## src/rtl/spi_frame_receiver_if.sv

```systemverilog
// Bus between the SPI synchronizer side and the frame receiver.
// The master side drives the strobes and MOSI; the slave side is the receiver.
interface spi_frame_receiver_if #(
    parameter int unsigned DATA_W      = 8,
    parameter int unsigned FRAME_WORDS = 4
);
    localparam int unsigned IDX_W = (FRAME_WORDS > 1) ? $clog2(FRAME_WORDS) : 1;

    logic                          ssbar_synced_ne;
    logic                          ssbar_synced_pe;
    logic                          sck_synced;
    logic                          mosi;
    logic [DATA_W-1:0]             word_data;
    logic                          word_valid;
    logic [IDX_W-1:0]              word_index;
    logic [DATA_W*FRAME_WORDS-1:0] frame_data;
    logic                          frame_valid;
    logic                          frame_error;
    logic                          busy;

    modport master (
        output ssbar_synced_ne, ssbar_synced_pe, sck_synced, mosi,
        input  word_data, word_valid, word_index, frame_data, frame_valid, frame_error, busy
    );

    modport slave (
        input  ssbar_synced_ne, ssbar_synced_pe, sck_synced, mosi,
        output word_data, word_valid, word_index, frame_data, frame_valid, frame_error, busy
    );
endinterface

```

## src/rtl/spi_frame_receiver.sv

```systemverilog
// SPI slave receive stage: assembles MOSI bits into words and a fixed-length frame,
// then issues a one-cycle frame_valid or frame_error verdict when ss_bar rises.
module spi_frame_receiver #(
    parameter int unsigned DATA_W      = 8,
    parameter int unsigned FRAME_WORDS = 4,
    parameter bit          MSB_FIRST   = 1'b1
) (
    input  logic                 clk,
    input  logic                 rst,
    spi_frame_receiver_if.slave  bus
);
    localparam int unsigned BC_W    = (DATA_W > 1) ? $clog2(DATA_W) : 1;
    localparam int unsigned WC_W    = $clog2(FRAME_WORDS + 1);
    localparam int unsigned IDX_W   = (FRAME_WORDS > 1) ? $clog2(FRAME_WORDS) : 1;
    localparam int unsigned FRAME_W = DATA_W * FRAME_WORDS;

    typedef enum logic [1:0] {
        ST_IDLE  = 2'd0,
        ST_SHIFT = 2'd1,
        ST_CHECK = 2'd2
    } state_e;

    state_e               state_q, state_d;
    logic                 mosi_meta_q, mosi_s_q;
    logic [BC_W-1:0]      bit_cnt_q, bit_cnt_d;
    logic [WC_W-1:0]      word_cnt_q, word_cnt_d;
    logic [DATA_W-1:0]    shift_q, shift_d;
    logic                 overflow_q, overflow_d;
    logic [FRAME_W-1:0]   staging_q, staging_d;
    logic [DATA_W-1:0]    word_data_q, word_data_d;
    logic                 word_valid_q, word_valid_d;
    logic [IDX_W-1:0]     word_index_q, word_index_d;
    logic [FRAME_W-1:0]   frame_data_q, frame_data_d;
    logic                 frame_valid_q, frame_valid_d;
    logic                 frame_error_q, frame_error_d;
    logic                 busy_q, busy_d;
    logic [DATA_W-1:0]    shift_nxt_c;

    assign shift_nxt_c = MSB_FIRST ? {shift_q[DATA_W-2:0], mosi_s_q}
                                   : {mosi_s_q, shift_q[DATA_W-1:1]};

    // Next-state, datapath and output strobes
    always_comb begin
        state_d       = state_q;
        bit_cnt_d     = bit_cnt_q;
        word_cnt_d    = word_cnt_q;
        shift_d       = shift_q;
        overflow_d    = overflow_q;
        staging_d     = staging_q;
        word_data_d   = word_data_q;
        word_index_d  = word_index_q;
        frame_data_d  = frame_data_q;
        word_valid_d  = 1'b0;
        frame_valid_d = 1'b0;
        frame_error_d = 1'b0;

        case (state_q)
            ST_IDLE: begin
                if (bus.ssbar_synced_ne) begin
                    state_d    = ST_SHIFT;
                    bit_cnt_d  = '0;
                    word_cnt_d = '0;
                    shift_d    = '0;
                    overflow_d = 1'b0;
                end
            end
            ST_SHIFT: begin
                if (bus.ssbar_synced_ne) begin
                    bit_cnt_d  = '0;
                    word_cnt_d = '0;
                    shift_d    = '0;
                    overflow_d = 1'b0;
                end else begin
                    if (bus.sck_synced) begin
                        shift_d = shift_nxt_c;
                        if (bit_cnt_q == BC_W'(DATA_W - 1)) begin
                            bit_cnt_d = '0;
                            if (word_cnt_q < WC_W'(FRAME_WORDS)) begin
                                word_valid_d = 1'b1;
                                word_data_d  = shift_nxt_c;
                                word_index_d = IDX_W'(word_cnt_q);
                                word_cnt_d   = word_cnt_q + WC_W'(1);
                                for (int unsigned i = 0; i < FRAME_WORDS; i++) begin
                                    if (word_cnt_q == WC_W'(i)) begin
                                        staging_d[(FRAME_WORDS-1-i)*DATA_W +: DATA_W] = shift_nxt_c;
                                    end
                                end
                            end else begin
                                overflow_d = 1'b1;
                            end
                        end else begin
                            bit_cnt_d = bit_cnt_q + BC_W'(1);
                        end
                    end
                    // The bit arriving with the rising ss_bar is kept before checking
                    if (bus.ssbar_synced_pe) begin
                        state_d = ST_CHECK;
                    end
                end
            end
            ST_CHECK: begin
                if ((word_cnt_q == WC_W'(FRAME_WORDS)) && (bit_cnt_q == '0) && !overflow_q) begin
                    frame_valid_d = 1'b1;
                    frame_data_d  = staging_q;
                end else begin
                    frame_error_d = 1'b1;
                end
                state_d = ST_IDLE;
            end
            default: state_d = ST_IDLE;
        endcase

        busy_d = (state_d == ST_SHIFT);
    end

    always_ff @(posedge clk) begin
        if (rst) begin
            state_q       <= ST_IDLE;
            mosi_meta_q   <= 1'b0;
            mosi_s_q      <= 1'b0;
            bit_cnt_q     <= '0;
            word_cnt_q    <= '0;
            shift_q       <= '0;
            overflow_q    <= 1'b0;
            staging_q     <= '0;
            word_data_q   <= '0;
            word_valid_q  <= 1'b0;
            word_index_q  <= '0;
            frame_data_q  <= '0;
            frame_valid_q <= 1'b0;
            frame_error_q <= 1'b0;
            busy_q        <= 1'b0;
        end else begin
            state_q       <= state_d;
            mosi_meta_q   <= bus.mosi;
            mosi_s_q      <= mosi_meta_q;
            bit_cnt_q     <= bit_cnt_d;
            word_cnt_q    <= word_cnt_d;
            shift_q       <= shift_d;
            overflow_q    <= overflow_d;
            staging_q     <= staging_d;
            word_data_q   <= word_data_d;
            word_valid_q  <= word_valid_d;
            word_index_q  <= word_index_d;
            frame_data_q  <= frame_data_d;
            frame_valid_q <= frame_valid_d;
            frame_error_q <= frame_error_d;
            busy_q        <= busy_d;
        end
    end

    assign bus.word_data   = word_data_q;
    assign bus.word_valid  = word_valid_q;
    assign bus.word_index  = word_index_q;
    assign bus.frame_data  = frame_data_q;
    assign bus.frame_valid = frame_valid_q;
    assign bus.frame_error = frame_error_q;
    assign bus.busy        = busy_q;
endmodule

```

## src/flat_wrapper.sv

```systemverilog
// flat-port wrapper written by rule: the top's interface ports become plain ports
module spi_frame_receiver_flat 
#(
    parameter int unsigned DATA_W      = 8,
    parameter int unsigned FRAME_WORDS = 4,
    parameter bit          MSB_FIRST   = 1'b1
)
  (clk, rst, bus_ssbar_synced_ne, bus_ssbar_synced_pe, bus_sck_synced, bus_mosi, bus_word_data, bus_word_valid, bus_word_index, bus_frame_data, bus_frame_valid, bus_frame_error, bus_busy);
  spi_frame_receiver_if #(.DATA_W(DATA_W), .FRAME_WORDS(FRAME_WORDS)) bus_i ();
  input  logic clk;
  input  logic rst;
  input wire logic [$bits(bus_i.ssbar_synced_ne)-1:0] bus_ssbar_synced_ne;
  input wire logic [$bits(bus_i.ssbar_synced_pe)-1:0] bus_ssbar_synced_pe;
  input wire logic [$bits(bus_i.sck_synced)-1:0] bus_sck_synced;
  input wire logic [$bits(bus_i.mosi)-1:0] bus_mosi;
  output wire logic [$bits(bus_i.word_data)-1:0] bus_word_data;
  output wire logic [$bits(bus_i.word_valid)-1:0] bus_word_valid;
  output wire logic [$bits(bus_i.word_index)-1:0] bus_word_index;
  output wire logic [$bits(bus_i.frame_data)-1:0] bus_frame_data;
  output wire logic [$bits(bus_i.frame_valid)-1:0] bus_frame_valid;
  output wire logic [$bits(bus_i.frame_error)-1:0] bus_frame_error;
  output wire logic [$bits(bus_i.busy)-1:0] bus_busy;
  assign bus_i.ssbar_synced_ne = bus_ssbar_synced_ne;
  assign bus_i.ssbar_synced_pe = bus_ssbar_synced_pe;
  assign bus_i.sck_synced = bus_sck_synced;
  assign bus_i.mosi = bus_mosi;
  assign bus_word_data = bus_i.word_data;
  assign bus_word_valid = bus_i.word_valid;
  assign bus_word_index = bus_i.word_index;
  assign bus_frame_data = bus_i.frame_data;
  assign bus_frame_valid = bus_i.frame_valid;
  assign bus_frame_error = bus_i.frame_error;
  assign bus_busy = bus_i.busy;
  spi_frame_receiver #(.DATA_W(DATA_W), .FRAME_WORDS(FRAME_WORDS), .MSB_FIRST(MSB_FIRST)) u_core (.clk(clk), .rst(rst), .bus(bus_i));
endmodule
```

## config.mk

```make
export PLATFORM = sky130hd
export DESIGN_NAME = spi_frame_receiver_flat
export DESIGN_NICKNAME = d
export VERILOG_FILES = /design/src/rtl/spi_frame_receiver_if.sv /design/src/rtl/spi_frame_receiver.sv /design/src/flat_wrapper.sv
export SDC_FILE = /design/constraint.sdc
export NUM_CORES = 1
export LEC_CHECK = 0
export CORE_ASPECT_RATIO = 0.6
export CORE_UTILIZATION = 25
export DETAILED_ROUTE_END_ITERATION = 16
export SLEW_MARGIN = 30
export SYNTH_ARGS = -nofsm -noshare
export SYNTH_HDL_FRONTEND = slang
export SYNTH_SLANG_ARGS = --single-unit
```

## constraint.sdc

```tcl
create_clock -name clk -period 1.68 [get_ports clk]
set_input_delay 0.504 -clock clk [delete_from_list [all_inputs] [get_ports clk]]
set_output_delay 0.504 -clock clk [all_outputs]
set_load 0.1 [all_outputs]
```

# After elaboration in Yosys (flattened, before gate mapping)
# Cells that the tools add are included.
dict set report classes {
  n_lt_le_gt_ge 1
  n_eq_ne 13
  n_mul 0
  muxes 27
  shift 0
  div_mod_pow 0
  n_bitwise 5
  add_sub_neg 2
  reduce_logical 18
}
# cell count
set op_table {}
lappend op_table {{two-way mux 3 bit} 8}
lappend op_table {{AND reduction 6 bit} 4}
lappend op_table {{two-way mux 7 bit} 3}
lappend op_table {{AND reduction 5 bit} 3}
lappend op_table {{case mux 7 bit (2 select lines)} 1}
lappend op_table {{case mux 3 bit (2 select lines)} 2}
lappend op_table {{two-way mux 1 bit} 8}
lappend op_table {{adder 3 x 1 -> 3 bit, second input constant} 2}
lappend op_table {{== test 3 x 2 -> 1 bit, second input constant} 2}
lappend op_table {{== test 3 bit, second input constant} 2}
lappend op_table {{logical NOT 3 bit} 2}
lappend op_table {{two-way mux 2 bit} 3}
lappend op_table {{inequality test 3 x 2 -> 1 bit, second input constant} 2}
lappend op_table {{inequality test 3 bit, second input constant} 2}
lappend op_table {{NOT 1 bit} 5}
lappend op_table {{OR reduction 5 bit} 1}
lappend op_table {{== test 2 x 1 -> 1 bit, second input constant} 2}
lappend op_table {{case mux 2 bit (2 select lines)} 1}
lappend op_table {{== test 3 x 1 -> 1 bit, second input constant} 1}
lappend op_table {{less-than comparator 3 bit, second input constant} 1}
lappend op_table {{AND reduction 3 bit} 1}
lappend op_table {{== test 2 bit, second input constant} 1}
lappend op_table {{logical AND 1 bit} 2}
lappend op_table {{logical NOT 2 bit} 1}
lappend op_table {{6 further kinds} 6}
dict set report totals {
  ff_bits 96
  mem_bits_ro 0
  mem_bits_rw 0
  output_inout_bits 46
  latchBits 0
  word_cells 84
  memories 0
}

# Logic depth before layout (Yosys ltp)
# Gate-level depths: netlist of the first run.
dict set report logic_depth {
  depth_word 6
  mapped_depth 7
  depth_no_buf 5
}

# Worst setup path after synthesis of the first run
# Ideal clock, no wire load.
dict set report synth_timing {
  path_kind {register -> register}
  startpoint {register u_core.word_cnt_q[2]}
  endpoint {register u_core.frame_data_q[12] (netlist: u_core.bus.frame_data[12])}
  path_buffers 2
  synth_period_minus_slack_ps 1671
  slack_ps 9
  stages_incl_launch_ff 6
  setup_ps 122
  arrival_time_ps 1549
  required_time_ps 1558
  path_cell_list {dfxtp_1 or3b_4 or3_4 buf_6 buf_12 mux2i_1}
}
dict set report synth_via {
  elab_chain_cells 4
}
# item line
set synth_lines {}
lappend synth_lines {{start, declared} spi_frame_receiver.sv:26} ;# logic [WC_W-1:0] word_cnt_q, word_cnt_d;
lappend synth_lines {{start signal, assigned} spi_frame_receiver.sv:138} ;# word_cnt_q <= word_cnt_d;
lappend synth_lines {{== test 3 bit} spi_frame_receiver.sv:102} ;# if ((word_cnt_q == WC_W'(FRAME_WORDS)) && (bit_cnt_q == '0) && !overflow_q) begin
lappend synth_lines {{logical AND 1 bit (2 in series)} spi_frame_receiver.sv:102}
lappend synth_lines {{AND reduction 2 bit (no source line)} --}
lappend synth_lines {{end signal, assigned} spi_frame_receiver.sv:145} ;# frame_data_q <= frame_data_d;
lappend synth_lines {{end, declared} spi_frame_receiver.sv:33} ;# logic [FRAME_W-1:0] frame_data_q, frame_data_d;
# Every way passes these cells.
# A chain may end at the register's enable or synchronous reset.

# Worst setup path in the final report of the first run
dict set report layout_timing {
  startpoint {input port bus_sck_synced}
  endpoint {register u_core.shift_q[1]}
}
dict set report layout_via {
  elab_chain_cells 2
}
# item line
set layout_lines {}
lappend layout_lines {{start, declared} flat_wrapper.sv:14} ;# input wire logic [$bits(bus_i.sck_synced)-1:0] bus_sck_synced;
lappend layout_lines {{inequality test 3 bit (no source line)} --}
lappend layout_lines {{AND reduction 3 bit (no source line)} --}
lappend layout_lines {{end signal, assigned} spi_frame_receiver.sv:139} ;# shift_q <= shift_d;
lappend layout_lines {{end, declared} spi_frame_receiver.sv:27} ;# logic [DATA_W-1:0] shift_q, shift_d;
# Every way passes these cells.

==> results of run 1 <==
## synthesized netlist by cell type (all sizes together), types with 3 or more instances
master | count | area (um^2)
inv | 8 | 30.03
nor2 | 3 | 11.26
nand2b | 86 | 538.0
nor3 | 5 | 36.29
a21oi | 6 | 30.03
nand3 | 4 | 20.02
ha | 8 | 100.1
mux2i | 74 | 740.7
clkbuf | 14 | 52.55
nand2 | 4 | 15.01
buf | 3 | 38.79
dfxtp | 96 | 1922
nor4 | 3 | 18.77
o22ai | 7 | 43.79
## logic make-up (layout without fill, tap and decap cells)
family,Yosys count,count (layout),synth area share [%]
mux,74,74,19.83
simple gates,116,116,19.46
fa+ha+maj,8,8,2.679
flops,96,96,51.44
compound gates,20,20,3.349
buf+inv,25,108,3.249
## registers in the layout, indices dropped and copies added (netlist names), 2 cells and up
| signal | cells |
|---|---|
| u_core.bus.word_index | 2 |
| u_core.shift_q | 7 |
| u_core.bit_cnt_q | 3 |
| u_core.bus.frame_data | 32 |
| u_core.bus.word_data | 8 |
| u_core.state_q | 2 |
| u_core.staging_q | 32 |
| u_core.word_cnt_q | 3 |
## layer usage
metal	share of wire [%]	wire, um	global-route usage [%]
met3	4.3	366	3.902
met4	0.75	63	2.637
met1	54	4552	16.85
met5	0	0	0
met2	41	3462	16.59
## final cells by class
| class | instances | share of cell area, % |
|---|---|---|
| clock buffer | 11 | 4.434 |
| timing repair buffer | 84 | 22.95 |
| multi-input combinational | 218 | 31.41 |
| clock inverter | 5 | 1.029 |
| tap | 198 | 4.526 |
| inverter | 8 | 0.5486 |
| sequential | 96 | 35.11 |
## worst max path at each step
| stage | startpoint | end | slack [ps] | cells after the start |
|---|---|---|---|---|
| floorplan | u_core.word_cnt_q[2]$_SDFFE_PP0P_ | u_core.bus.frame_data[12]$_SDFFE_PP0P_ | 9 | 5 |
| global placement | bus_sck_synced | u_core.staging_q[21]$_SDFFE_PP0P_ | -360 | 6 |
| detailed placement | bus_sck_synced | u_core.bus.word_data[5]$_SDFFE_PP0P_ | -420 | 5 |
| CTS | bus_sck_synced | u_core.staging_q[31]$_SDFFE_PP0P_ | 20 | 6 |
| global route | bus_sck_synced | u_core.bus.word_index[0]$_SDFFE_PP0P_ | -1 | 5 |
| finish | bus_sck_synced | u_core.shift_q[1]$_SDFFE_PP0P_ | 80 | 5 |
## worst max-delay path: cells and delay by family
kind                   cells  cell delay (ps)
buffers and inverters      2              600
AND/OR/NAND/NOR            1              430
AO/OA/AOI/OAI              2              270
## through the flow
step | cell area (um^2) | total power [mW] | util (%) | hold slack, ps | worst slack (ps)
final | 5474 | 4.491 | 37.62 | 446.6 | 83.06
after global routing | 5474 | 4.651 | 37.62 | 475.3 | -1.436
after CTS | 5439 | 4.540 | 37.38 | 447.7 | 21.86
after detailed placement | 5109 | 2.484 | 35.11 | 431.5 | -419.2
after global placement | 5109 | 2.483 | 35.11 | 418.0 | -363.4
after floorplan | 3736 | 2.424 | - | 413.8 | 9.034
## repair_timing
item / 4_1_cts / 5_1_grt
endpoints found under the setup margin: 14 / 52
buffers inserted: 2 / 1
pin swaps: 0 / 2
gates resized for setup: 4 / 7
## power groups by stage
| stage | Combinational, mW | Sequential [mW] | Clock (mW) |
|---|---|---|---|
| global placement | 0.143 | 2.34 | 0 |
| detailed placement | 0.144 | 2.34 | 0 |
| global route | 0.162 | 2.29 | 2.20 |
| finish | 0.151 | 2.29 | 2.05 |
| CTS | 0.147 | 2.29 | 2.10 |
| floorplan | 0.0733 | 2.35 | 0 |
==> metrics.json, run 1 <==
{
  "run_status": "finished clean",
  "leading_cell_type_in_the_layout_fill_and_taps_excluded": "sky130_fd_sc_hd__dfxtp_1",
  "sequentialPowerShare_pct": 51.0,
  "rr_startpoint": "u_core.word_cnt_q[0]$_SDFFE_PP0P_",
  "h-tree-depth": 3,
  "ant_nets": 0,
  "slew-limit-headroom_pct": 66.31,
  "synth_fp_nets": 353,
  "tightest_slew_ps": 503.4,
  "timing.critical_path.fanout_max": 8,
  "required_ps": 1890,
  "netlist_instances": 339,
  "nets": 431,
  "warning_count_from_the_yosys_run": 0,
  "timing.fmax_mhz": 626.2,
  "pint_mw": 3.551,
  "antenna_cells": 0,
  "post_synth_num_cell_types": 30,
  "layout.area.seq_mm2": 0.001922,
  "dp_cells": 601,
  "multiInputGateArea_mm2": 0.001719,
  "timing.critical_path.to_type": "flop",
  "finalHoldViolations": 0,
  "routed_wirelength_um": 8445,
  "grt_remaining_overflow": 0,
  "crit_path_cell_trace": "clkdlybuf4s50_1 > buf_4 > a21oi_1 > nor2_1 > o22ai_1",
  "floorplan.rows": 34,
  "power_density_mw_per_mm2": 820.5,
  "p_comb_share_pct": 3.4,
  "hold_end": "u_core.mosi_s_q$_SDFF_PP0_",
  "min_path_cells": 1,
  "clock_latency_reported_for_the_late_side_of_the_worst_skew_pair_ps": 340,
  "cts_tree": "built",
  "number_of_synthesized_flops_with_an_enable_pin": 0,
  "hold_path.startpoint": "u_core.mosi_meta_q$_SDFF_PP0_",
  "drt_first_pass_iters": 4,
  "arrival_ps": 1800,
  "fin_setup_tns_ps": 0,
  "share_of_flip_flops_with_an_asynchronous_set_or_reset_after_synthesis_pct": 0,
  "layout.filler_cells": 1423,
  "layout_min_cycle_time_ps": 1597,
  "critical_path.slowest_cell": "sky130_fd_sc_hd__clkdlybuf4s50_1",
  "drt_drc_violations_left": 0,
  "max-vdd-ir-drop_uv": 417.7,
  "setup.worst_path.start_class": "input port",
  "clkSinkCount": 96,
  "post_route_cells_drive_above_1_share_pct": 24.64,
  "mean_post_synth_cell_area_um2": 11.02,
  "endpoints_failing_setup": 0,
  "synth_sequential_area_ratio_pct": 51.44,
  "timing.setup.critical_path_class": "input port to flop",
  "clock_pin_slew_of_the_registers_on_the_worst_case_setup_and_hold_paths_ps": 70,
  "ff2ff_setup_slack_ps": 100,
  "maxCapViolations": 0,
  "grt_start_max_net_pins": 25,
  "cts.path.max_buffers": 2,
  "core_area_mm2": 0.01455,
  "io_pins": 52,
  "place.port_buffers": 51,
  "static_power_due_to_leakage_nw": 2.316,
  "hpwl_um": 6099,
  "cts-hold-fix-buffers": 0,
  "number_of_antenna_violations_at_the_first_check_in_global_routing": 0,
  "p_clk_share_pct": 45.7,
  "final_min_period_over_clock_period_pct": 95.06,
  "hold_class": "flop to flop",
  "synthFlopType": "sky130_fd_sc_hd__dfxtp_1",
  "crit-reg2reg-capture": "u_core.bus.frame_data[17]$_SDFFE_PP0P_",
  "initial_core_utilization_pct": 25.68,
  "cts_buffers": 9,
  "yosys_register_bits": 96,
  "syn-cell-area_mm2": 0.003736,
  "gr-usage-all-layers_pct": 11.67,
  "place.gp.congestion": 0.7469,
  "dr_total_vias": 2572,
  "maxSlewViolCount": 0,
  "max_stage_delay_ps": 480,
  "fin_skew_ps": 9.146,
  "grt_pass1_wl_um": 14060,
  "setup_repair_after_global_routing_missed_its_margin": "true",
  "route.detailed.wl_per_inst_um": 13.62,
  "syn_to_final_growth_pct": 46.52,
  "stdcell_count": 620,
  "post_drt_via_cell_ratio": 4.148,
  "initialDrtViolationCount": 73,
  "die_boundary_width_um": 159.8,
  "first_global_vias": 2645,
  "power_switching_mw": 0.9402,
  "most_used_cells_in_the_layout_excluding_fill_and_tap_cells": "96 x sky130_fd_sc_hd__dfxtp_1, 86 x sky130_fd_sc_hd__nand2b_1, 74 x sky130_fd_sc_hd__mux2i_1, 48 x sky130_fd_sc_hd__buf_12, 27 x sky130_fd_sc_hd__buf_4",
  "rr_worst_depth": 5,
  "design.die.area_mm2": 0.01545,
  "cts_root_buf": "sky130_fd_sc_hd__clkbuf_16",
  "die_y_um": 96.69,
  "power.switching_fraction_pct": 20.93
}
(Power assumes the default switching activity.)
==> inputs of run 2 (changes only) <==
- SKIP_CTS_REPAIR_TIMING: not set -> 1
- SKIP_LAST_GASP: not set -> 1
==> metrics.json, run 2 (synthesized netlist as in run 1, its figures left out) <==
{
  "dp_cells": 601,
  "clock_pin_slew_of_the_registers_on_the_worst_case_setup_and_hold_paths_ps": 70,
  "layout_min_cycle_time_ps": 1580,
  "first_global_vias": 2632,
  "hpwl_um": 6099,
  "timing.hold.ws_ps": 446.6,
  "clkSinkCount": 96,
  "h-tree-depth": 3,
  "max_stage_delay_ps": 480,
  "place.port_buffers": 51,
  "ant_nets": 0,
  "cts.path.max_buffers": 2,
  "clock_latency_reported_for_the_late_side_of_the_worst_skew_pair_ps": 340,
  "power.switching_fraction_pct": 20.87,
  "place.gp.congestion": 0.7469,
  "fin_skew_ps": 9.754,
  "hold_class": "flop to flop",
  "gr-usage-all-layers_pct": 11.56,
  "leading_cell_type_in_the_layout_fill_and_taps_excluded": "sky130_fd_sc_hd__dfxtp_1",
  "grt_remaining_overflow": 0,
  "most_used_cells_in_the_layout_excluding_fill_and_tap_cells": "96 x sky130_fd_sc_hd__dfxtp_1, 86 x sky130_fd_sc_hd__nand2b_1, 74 x sky130_fd_sc_hd__mux2i_1, 48 x sky130_fd_sc_hd__buf_12, 26 x sky130_fd_sc_hd__buf_4",
  "required_ps": 1880,
  "floorplan.rows": 34,
  "post_drt_via_cell_ratio": 4.180,
  "die_y_um": 96.69,
  "final_min_period_over_clock_period_pct": 94.08,
  "maxSlewViolCount": 0,
  "routed_wirelength_um": 8415,
  "initialDrtViolationCount": 81,
  "maxCapViolations": 0,
  "io_pins": 52,
  "max-vdd-ir-drop_uv": 416.6,
  "timing.fmax_mhz": 632.7,
  "initial_core_utilization_pct": 25.68,
  "antenna_cells": 0,
  "power_density_mw_per_mm2": 823.9,
  "critical_path.n_buffers_inverters": 3,
  "pint_mw": 3.549,
  "timing.setup.critical_path_class": "input port to flop",
  "grt_pass1_wl_um": 13930,
  "nets": 428,
  "cts_buffers": 9,
  "static_power_due_to_leakage_nw": 2.294,
  "number_of_antenna_violations_at_the_first_check_in_global_routing": 0,
  "grt_start_max_net_pins": 25,
  "p_comb_share_pct": 3.3,
  "design.die.area_mm2": 0.01545,
  "arrival_ps": 1780,
  "route.detailed.wl_per_inst_um": 13.64,
  "cts_tree": "built",
  "run_status": "finished clean",
  "drt_drc_violations_left": 0,
  "setup.worst_path.start_class": "input port",
  "cts_root_buf": "sky130_fd_sc_hd__clkbuf_16",
  "power_switching_mw": 0.9362,
  "tightest_slew_ps": 448.6,
  "dr_total_vias": 2579,
  "stdcell_count": 617,
  "core_area_mm2": 0.01455,
  "p_clk_share_pct": 45.6,
  "setup_repair_after_global_routing_missed_its_margin": "false",
  "critPathTopFamily": "buffers and inverters",
  "critical_path.slowest_cell": "sky130_fd_sc_hd__clkdlybuf4s50_1",
  "syn_to_final_growth_pct": 45.71,
  "crit_path_cell_trace": "clkdlybuf4s50_1 > nor4bb_4 > buf_6 > nand3_2 > buf_4 > mux2i_1",
  "die_boundary_width_um": 159.8,
  "drt_first_pass_iters": 4,
  "finalHoldViolations": 0,
  "endpoints_failing_setup": 0,
  "timing.critical_path.to_type": "flop",
  "sequentialPowerShare_pct": 51.0,
  "slew-limit-headroom_pct": 70.09,
  "post_route_cells_drive_above_1_share_pct": 24.11,
  "timing.critical_path.fanout_max": 8
}
run 2: layout make-up:
type                       instances  area (um^2)
clock buffer                      11        242.7
inverter                           8        30.03
sequential                        96         1922
multi-input combinational        218         1719
timing repair buffer              81         1226
tap                              198        247.7
clock inverter                     5        56.30
fill                            1420         9105
run 2: final timing paths:
check / from / endpoint / slack [ps] / cells past startpoint
worst max-delay path: bus_sck_synced / u_core.staging_q[21]$_SDFFE_PP0P_ / 100 / 6
worst min-delay path: u_core.mosi_meta_q$_SDFF_PP0_ / u_core.mosi_s_q$_SDFF_PP0_ / 450 / 1
worst max register to register: u_core.word_cnt_q[0]$_SDFFE_PP0P_ / u_core.bus.frame_data[17]$_SDFFE_PP0P_ / 110 / 5
worst min register to register: u_core.mosi_meta_q$_SDFF_PP0_ / u_core.mosi_s_q$_SDFF_PP0_ / 450 / 1
run 2: power by group through the flow:
stage | Combinational (mW) | Sequential, mW | Clock, mW
after global placement | 0.143 | 2.34 | 0
after CTS | 0.144 | 2.29 | 2.10
after global routing | 0.159 | 2.29 | 2.20
final | 0.148 | 2.29 | 2.05
after floorplan | 0.0733 | 2.35 | 0
after detailed placement | 0.144 | 2.34 | 0
run 2: per-layer routing:
metal,up-vias,routed length (um),GRT usage (%)
met5,-,0,0
met4,0,51,2.637
met3,8,412,3.902
met2,52,3455,16.39
met1,1219,4496,16.69
li1,1300,-,-
run 2: worst reg2reg max path: cells and delay by family, from the launching register on:
| kind | cells | cell delay (ps) |
|---|---|---|
| buf+inv | 1 | 120 |
| simple gates | 2 | 610 |
| fa+ha+maj | 1 | 210 |
| flops | 1 | 340 |
| mux | 1 | 180 |
run 2: stage by stage:
| step | area [um^2] | TNS (ps) | setup WS [ps] | utilization [%] | total power, mW |
|---|---|---|---|---|---|
| finish | 5444 | 0 | 99.51 | 37.42 | 4.485 |
| floorplan | 3736 | 0 | 9.034 | - | 2.424 |
| global placement | 5109 | -16570 | -363.4 | 35.11 | 2.483 |
| detailed placement | 5109 | -17360 | -419.2 | 35.11 | 2.484 |
| CTS | 5408 | -321.3 | -53.11 | 37.17 | 4.537 |
| global route | 5444 | 0 | 2.011 | 37.42 | 4.649 |
==> inputs of run 3 (changes only) <==
- GPL_TIMING_DRIVEN: not set -> 0
- clock period: 1.68 -> 1.65 ns (I/O delays scaled with it)
==> metrics.json, run 3 (synthesized netlist as in run 1, its figures left out) <==
{
  "cts_root_buf": "sky130_fd_sc_hd__clkbuf_16",
  "setup_repair_after_global_routing_missed_its_margin": "true",
  "drt_first_pass_iters": 4,
  "required_ps": 1880,
  "place.port_buffers": 50,
  "met3RoutedLength_um": 379,
  "rr_startpoint": "u_core.word_cnt_q[2]$_SDFFE_PP0P_",
  "power.switching_fraction_pct": 20.61,
  "endpoints_failing_setup": 10,
  "critical_path.slowest_cell": "sky130_fd_sc_hd__or3b_4",
  "timing.fmax_mhz": 573.1,
  "sequentialPowerShare_pct": 50.3,
  "timing.hold.ws_ps": 441.3,
  "critPathTopFamily": "simple AND/OR/NAND/NOR gates",
  "route.detailed.wl_per_inst_um": 14.98,
  "crit_path_cell_trace": "or3b_4 > or3_4 > buf_6 > buf_12 > mux2i_1",
  "max_stage_delay_ps": 430,
  "final_util_pct": 32.53,
  "h-tree-depth": 3,
  "die_boundary_width_um": 159.8,
  "post-place-ws_ps": -1011,
  "final_min_period_over_clock_period_pct": 105.8,
  "timing.setup.critical_path_class": "flop to flop",
  "timing.critical_path.fanout_max": 10,
  "hold_class": "flop to flop",
  "design.die.area_mm2": 0.01545,
  "clock_pin_slew_of_the_registers_on_the_worst_case_setup_and_hold_paths_ps": 60,
  "syn_to_final_growth_pct": 26.69,
  "detail_route.wirelength.met1_um": 5126,
  "ant_nets": 0,
  "number_of_antenna_violations_at_the_first_check_in_global_routing": 0,
  "detailroute.wirelength.met2_um": 3516,
  "maxCapViolations": 0,
  "path_depth": 5,
  "clock_latency_reported_for_the_late_side_of_the_worst_skew_pair_ps": 340,
  "max-vdd-ir-drop_uv": 406.7,
  "gr-usage-all-layers_pct": 12.00,
  "fin_skew_ps": 4.360,
  "post_drt_via_cell_ratio": 4.241,
  "pint_mw": 3.673,
  "critical_path.n_buffers_inverters": 2,
  "slew-limit-headroom_pct": 62.34,
  "timing.critical_path.to_type": "flop",
  "place.gp.congestion": 0.7454,
  "core_area_mm2": 0.01455,
  "cts_tree": "built",
  "p_comb_share_pct": 3.0,
  "initial_core_utilization_pct": 25.68,
  "maxSlewViolCount": 0,
  "power_density_mw_per_mm2": 977.6,
  "ff2ff_setup_slack_ps": -90,
  "post_route_cells_drive_above_1_share_pct": 21.57,
  "drt_drc_violations_left": 0,
  "run_status": "finished with violations",
  "die_y_um": 96.69,
  "p_clk_share_pct": 46.6,
  "power_switching_mw": 0.9537,
  "arrival_ps": 1970,
  "hpwl_um": 6539,
  "antenna_cells": 0,
  "leading_cell_type_in_the_layout_fill_and_taps_excluded": "sky130_fd_sc_hd__dfxtp_1",
  "timing.final.ws_setup_ps": -94.96,
  "clkSinkCount": 96,
  "finalHoldViolations": 0,
  "critical_path_origin": "u_core.word_cnt_q[2]$_SDFFE_PP0P_",
  "cts_buffers": 9,
  "failed_checks": "setup timing",
  "rr_worst_depth": 5,
  "layout_min_cycle_time_ps": 1745,
  "setup.worst_path.start_class": "flop",
  "worstSetupEndpoint": "u_core.bus.frame_data[16]$_SDFFE_PP0P_",
  "routed_wirelength_um": 9075,
  "dr_total_vias": 2570,
  "grt_start_max_net_pins": 15,
  "static_power_due_to_leakage_nw": 2.104,
  "initialDrtViolationCount": 126,
  "grt_remaining_overflow": 0,
  "crit-reg2reg-capture": "u_core.bus.frame_data[16]$_SDFFE_PP0P_",
  "nets": 418,
  "highest-signal-layer": "met4",
  "floorplan.rows": 34,
  "cts.path.max_buffers": 2,
  "io_pins": 52,
  "grt_pass1_wl_um": 14220,
  "most_used_cells_in_the_layout_excluding_fill_and_tap_cells": "95 x sky130_fd_sc_hd__dfxtp_1, 85 x sky130_fd_sc_hd__nand2b_1, 74 x sky130_fd_sc_hd__mux2i_1, 31 x sky130_fd_sc_hd__buf_2, 11 x sky130_fd_sc_hd__clkbuf_1",
  "first_global_vias": 2607,
  "tightest_slew_ps": 562.8
}
run 3: cell count changes in the layout (fill, tap and decap cells not counted), sizes merged:
cell	previous run	this run
buf	77	41
clkbuf	11	39
clkinv	3	0
clkdlybuf4s50	3	2
dlymetal6s2s	1	2
run 3: metal layers:
metal	GRT usage, %	vias to the layer above
met4	3.223	0
met2	15.85	53
met1	18.38	1235
met5	0	-
li1	-	1276
met3	3.602	6
run 3: final cells by class:
cell class	instances	area (um^2)
clock inverters	2	37.54
multi-input cells	218	1789
fillers	1522	9816
inverters	8	30.03
flip-flops and latches	96	1923
well taps	198	247.7
repair buffers	56	342.8
clock buffers	13	270.3
plain buffers	15	92.59
run 3: through the flow:
step	TNS [ps]	cells	power, mW	instance area [um^2]
after global routing	-1906	606	4.778	4733
after global placement	-57750	587	2.511	4486
final	-829.3	606	4.627	4733
after detailed placement	-60730	587	2.513	4486
after CTS	-58630	602	4.668	4793
after floorplan	0	339	2.468	3737
run 3: worst min-delay path by stage:
| stage | start | to | slack [ps] | cells after the start |
|---|---|---|---|---|
| floorplan | u_core.mosi_meta_q$_SDFF_PP0_ | u_core.mosi_s_q$_SDFF_PP0_ | 410 | 1 |
| global placement | u_core.mosi_meta_q$_SDFF_PP0_ | u_core.mosi_s_q$_SDFF_PP0_ | 430 | 1 |
| detailed placement | u_core.mosi_meta_q$_SDFF_PP0_ | u_core.mosi_s_q$_SDFF_PP0_ | 430 | 1 |
| CTS | u_core.mosi_meta_q$_SDFF_PP0_ | u_core.mosi_s_q$_SDFF_PP0_ | 440 | 1 |
| global route | u_core.mosi_meta_q$_SDFF_PP0_ | u_core.mosi_s_q$_SDFF_PP0_ | 470 | 1 |
| finish | u_core.mosi_meta_q$_SDFF_PP0_ | u_core.mosi_s_q$_SDFF_PP0_ | 440 | 1 |
run 3: worst reg2reg max path, delay by kind of cell (launching register included):
family	cells	cell delay (ps)
buffers and inverters	2	320
flip-flops	1	360
multiplexers	1	120
AND/OR/NAND/NOR	2	830
run 3: power by group through the flow:
stage                     registers, mW  logic, mW  clock network [mW]
after floorplan                    2.39     0.0746                   0
after global placement             2.38      0.130                   0
after detailed placement           2.38      0.132                   0
after CTS                          2.33      0.133                2.21
after global routing               2.33      0.151                2.30
final                              2.33      0.140                2.16
